`src/rtl/spi_rx.sv`:
```
// SPI mode-0 slave byte receiver: synchronises sclk/ss_n/mosi into the system clock domain,
// emits received bytes with a one-cycle valid strobe and shifts a status byte back on miso.
module spi_rx #(
    parameter int unsigned BitWidth   = 8,
    parameter int unsigned SyncStages = 2
) (
    input  logic                clk_i,
    input  logic                rst_i,
    input  logic                sclk_i,
    input  logic                ss_n_i,
    input  logic                mosi_i,
    output logic                miso_o,
    input  logic [BitWidth-1:0] txdata_i,
    output logic [BitWidth-1:0] data_o,
    output logic                valid_o,
    output logic                start_o
);

    localparam int unsigned CntW = (BitWidth > 2) ? $clog2(BitWidth) : 1;
    localparam logic [CntW-1:0] CntMax = CntW'(BitWidth - 1);

    typedef enum logic [0:0] {StIdle, StActive} state_e;

    state_e state_q, state_d;

    logic [SyncStages-1:0] sclk_sync_q, ss_sync_q, mosi_sync_q, fresh_q;
    logic                  sclk_dly_q, ss_dly_q;
    logic                  sclk_s, ss_s, mosi_s;
    logic                  sclk_rise, sclk_fall, ss_rise, ss_fall;

    logic [CntW-1:0]     cnt_q, cnt_d;
    logic [BitWidth-1:0] shift_in_q, shift_in_d;
    logic [BitWidth-1:0] shift_out_q, shift_out_d;
    logic [BitWidth-1:0] data_q, data_d;
    logic                skip_q, skip_d;
    logic                valid_q, valid_d;
    logic                start_q, start_d;
    logic                armed_q, armed_d;

    // Pin synchronisers; fresh_q marks when ss_s reflects a genuine post-reset pin sample.
    always_ff @(posedge clk_i) begin
        if (rst_i) begin
            sclk_sync_q <= '0;
            ss_sync_q   <= '1;
            mosi_sync_q <= '0;
            fresh_q     <= '0;
            sclk_dly_q  <= 1'b0;
            ss_dly_q    <= 1'b1;
        end else begin
            sclk_sync_q <= {sclk_sync_q[SyncStages-2:0], sclk_i};
            ss_sync_q   <= {ss_sync_q[SyncStages-2:0], ss_n_i};
            mosi_sync_q <= {mosi_sync_q[SyncStages-2:0], mosi_i};
            fresh_q     <= {fresh_q[SyncStages-2:0], 1'b1};
            sclk_dly_q  <= sclk_s;
            ss_dly_q    <= ss_s;
        end
    end

    assign sclk_s    = sclk_sync_q[SyncStages-1];
    assign ss_s      = ss_sync_q[SyncStages-1];
    assign mosi_s    = mosi_sync_q[SyncStages-1];
    assign sclk_rise = sclk_s & ~sclk_dly_q;
    assign sclk_fall = ~sclk_s & sclk_dly_q;
    assign ss_rise   = ss_s & ~ss_dly_q;
    assign ss_fall   = ~ss_s & ss_dly_q;

    always_ff @(posedge clk_i) begin
        if (rst_i) begin
            state_q <= StIdle;
        end else begin
            state_q <= state_d;
        end
    end

    // A frame only starts once ss_n has been seen high after reset (armed_q).
    always_comb begin
        state_d = state_q;
        unique case (state_q)
            StIdle:   if (ss_fall && armed_q) state_d = StActive;
            StActive: if (ss_rise) state_d = StIdle;
            default:  state_d = StIdle;
        endcase
    end

    always_comb begin
        cnt_d       = cnt_q;
        shift_in_d  = shift_in_q;
        shift_out_d = shift_out_q;
        data_d      = data_q;
        skip_d      = skip_q;
        valid_d     = 1'b0;
        start_d     = 1'b0;
        armed_d     = armed_q | (fresh_q[SyncStages-1] & ss_s);
        unique case (state_q)
            StIdle: begin
                if (ss_fall && armed_q) begin
                    start_d     = 1'b1;
                    cnt_d       = '0;
                    shift_out_d = txdata_i;
                    skip_d      = 1'b0;
                end
            end
            StActive: begin
                if (ss_rise) begin
                    cnt_d  = '0;
                    skip_d = 1'b0;
                end else if (sclk_rise) begin
                    shift_in_d = {shift_in_q[BitWidth-2:0], mosi_s};
                    if (cnt_q == CntMax) begin
                        cnt_d       = '0;
                        data_d      = shift_in_d;
                        valid_d     = 1'b1;
                        shift_out_d = txdata_i;
                        skip_d      = 1'b1;
                    end else begin
                        cnt_d = cnt_q + 1'b1;
                    end
                end else if (sclk_fall) begin
                    // Hold the freshly reloaded MSB for the next byte's first rise.
                    if (skip_q) begin
                        skip_d = 1'b0;
                    end else begin
                        shift_out_d = {shift_out_q[BitWidth-2:0], 1'b0};
                    end
                end
            end
            default: ;
        endcase
    end

    always_ff @(posedge clk_i) begin
        if (rst_i) begin
            cnt_q       <= '0;
            shift_in_q  <= '0;
            shift_out_q <= '0;
            data_q      <= '0;
            skip_q      <= 1'b0;
            valid_q     <= 1'b0;
            start_q     <= 1'b0;
            armed_q     <= 1'b0;
        end else begin
            cnt_q       <= cnt_d;
            shift_in_q  <= shift_in_d;
            shift_out_q <= shift_out_d;
            data_q      <= data_d;
            skip_q      <= skip_d;
            valid_q     <= valid_d;
            start_q     <= start_d;
            armed_q     <= armed_d;
        end
    end

    assign miso_o  = (state_q == StActive) & shift_out_q[BitWidth-1];
    assign data_o  = data_q;
    assign valid_o = valid_q;
    assign start_o = start_q;

endmodule

```
`config.mk`:
```
export PLATFORM = sky130hd
export DESIGN_NAME = spi_rx
export DESIGN_NICKNAME = d
export VERILOG_FILES = /design/src/rtl/spi_rx.sv
export SDC_FILE = /design/constraint.sdc
export NUM_CORES = 1
export LEC_CHECK = 0
export ABC_AREA = 1
export CORE_MARGIN = 4
export CORE_UTILIZATION = 37
export DETAILED_ROUTE_END_ITERATION = 8
export GPL_TIMING_DRIVEN = 0
export SYNTH_ARGS = -nofsm -noshare
export SYNTH_HDL_FRONTEND = slang
export SYNTH_SLANG_ARGS = --single-unit
```
`constraint.sdc`:
```
create_clock -name clk_i -period 2.9 [get_ports clk_i]
set_input_delay 0.58 -clock clk_i [delete_from_list [all_inputs] [get_ports clk_i]]
set_output_delay 0.58 -clock clk_i [all_outputs]
set_load 0.03 [all_outputs]
```
==> metrics.cfg <==
[run_status]
status=finished clean

[power]
p_total_mw=1.10
irDropWorstVdd_mv=0.278
powerDensity_mw_per_mm2=529
p_leak_nw=0.925

[yosys]
syn_area_per_cell_um2=7.56
synth_area_mm2=0.00168
async_reset_ff_frac=0
yosys_warnings=0
ys_ff_latch=41
synth-edff-count=0
seq_area_frac_synth=0.489
yosysUniqueCellTypes=23
postSynthCellCount=222
ys.flop_type=dfxtp_1
syn_nets=238

[layout]
utilization=0.475
most-common-layout-cells=nor2_1, dfxtp_1, nand2_1
layoutNonFillerInstCount=305
syn2layout_area_growth_pct=24.2
drive_gt1_frac=0.126
n_fill_cell=451
mostFrequentLayoutCell=nor2_1
diodes=0
multi_input_area_um2=708
layout.area.seq_um2=821
fin_area_mm2=0.00208
finalNetCount=268

[clock_network]
ctsResizeCount=0
cts_tree=yes
cts_setup_buffers=0
clkTransAtPathRegs_ps=80
cts_buffer_depth=2
cts_root_buffer=clkbuf_8
ctsHoldBuffers=0
clkLatencyLatePin_ps=290
numClockSinks=41
cts_htree_levels=2
cts-buffers-inserted=5

[global_routing]
grtUsageTotal=0.118
grt_pass1_wl_um=5030
grt.overflow.total=0
grt_pass1_vias=1116
antenna_found_initial=0
grt_max_degree=14

[floorplanning]
io_pins=24
die_h_um=75.3
rows=24
die_area_mm2=0.00568
dieWidth_um=75.3
start_util=0.383
core-area_mm2=0.00438

[sta]
relSlewSlack=0.680
tightest_slew_ps=479
period_needed_ps=2080
setup_viol=0
setup_ws_ps=823
post-route-period-util=0.716
drv_slew=0
rsz0062_at_grt=false
finClkSkew_ps=5.53
max_freq_ghz=0.481
whs_ps=403
fin_tns_setup_ps=0
finalHoldViolCount=0

[hold_path]
hp-class=reg2reg

[worst_setup_path]
critPathMaxFanout=5
endpoint_kind=output pin
crit_required_ps=2320
cp_data_arrival_time_ps=1500
setup.worst_path.start_class=flip-flop
worstSetupPathType=reg2out

[drt]
firstDrtPassIters=4
vias_per_cell=4.43
ant_nets=0
drc=0
vias=1351
wl_per_cell_um=9.78
drtIter0Drc=87
wl_um=2980

[place]
place_congestion=0.737
dp_hpwl_um=2210
port_buffers=23
dpl_worst_slack_ps=819
dp.cells=297
place_area_mm2=0.00197

[flow_run]
max_cap_violations=0

-- logic make-up (layout without fill, tap and decap cells) --
family | after synthesis | after routing | synth area share
and+or+nand+nor | 114 | 114 | 0.310
DFF | 41 | 41 | 0.489
buffers and inverters | 35 | 66 | 0.0887
AOI/OAI and AO/OA | 29 | 29 | 0.0895
adders and majority gates | 3 | 3 | 0.0224
-- path summary, 6_finish.rpt --
check / start / to / slack (ps) / depth (start not counted)
worst min-delay path: fresh_q[0]$_DFF_P_ / fresh_q[1]$_SDFF_PP0_ / 400 / 2
worst max-delay path: state_q$_SDFF_PP0_ / miso_o / 820 / 3
worst min register to register: fresh_q[0]$_DFF_P_ / fresh_q[1]$_SDFF_PP0_ / 400 / 2
worst max register to register: cnt_q[0]$_SDFFE_PP0P_ / shift_out_q[5]$_SDFFE_PP0P_ / 1240 / 10
-- critical path: stages, from the launching register on --
cell and delay [ps]:
dfxtp_1 420, nand2_1 70, inv_1 60, clkdlybuf4s50_1 660
-- state kept, by name (all words and copies together) (netlist names), 2 cells and up --
register and flops:
cnt_q 3, data_o 8, fresh_q 2, mosi_sync_q 2
sclk_sync_q 2, shift_in_q 7, shift_out_q 8, ss_sync_q 2
-- layer usage --
layer	up-vias	share of wire	global-route usage
met1	576	0.51	0.166
li1	744	-	-
met3	4	0.047	0.0317
met5	-	0	0
met2	27	0.43	0.168
met4	0	0.015	0.0583
-- synth_stat cells, drive strengths merged, types with 2 or more instances --
cell type	number	area, µm²
nor2	60	263
nand2	42	180
dfxtp	41	821
inv	29	109
o21ai	21	105
a21oi	6	30.0
nand3	6	42.5
buf	3	27.5
ha	3	37.5
nor3	3	15.0
a211oi	2	15.0
clkbuf	2	7.51
or2	2	12.5
-- where the power goes --
| group | leakage [nW] | switching [mW] | internal [mW] | total [mW] |
|---|---|---|---|---|
| sequential | 0.333 | 0.00622 | 0.576 | 0.582 |
| clock | 0.0554 | 0.190 | 0.258 | 0.448 |
| combinational | 0.537 | 0.0380 | 0.0341 | 0.0721 |
-- cell type report --
type,instances,share of cell area
Timing Repair Buffer,23,0.110
Tap cell,52,0.0312
Multi-Input combinational cell,146,0.340
Clock inverter,2,0.0186
Clock buffer,6,0.0348
Inverter,30,0.0546
Buffer,5,0.0168
Sequential cell,41,0.394
Note: power is estimated with default switching activity, not from simulation.
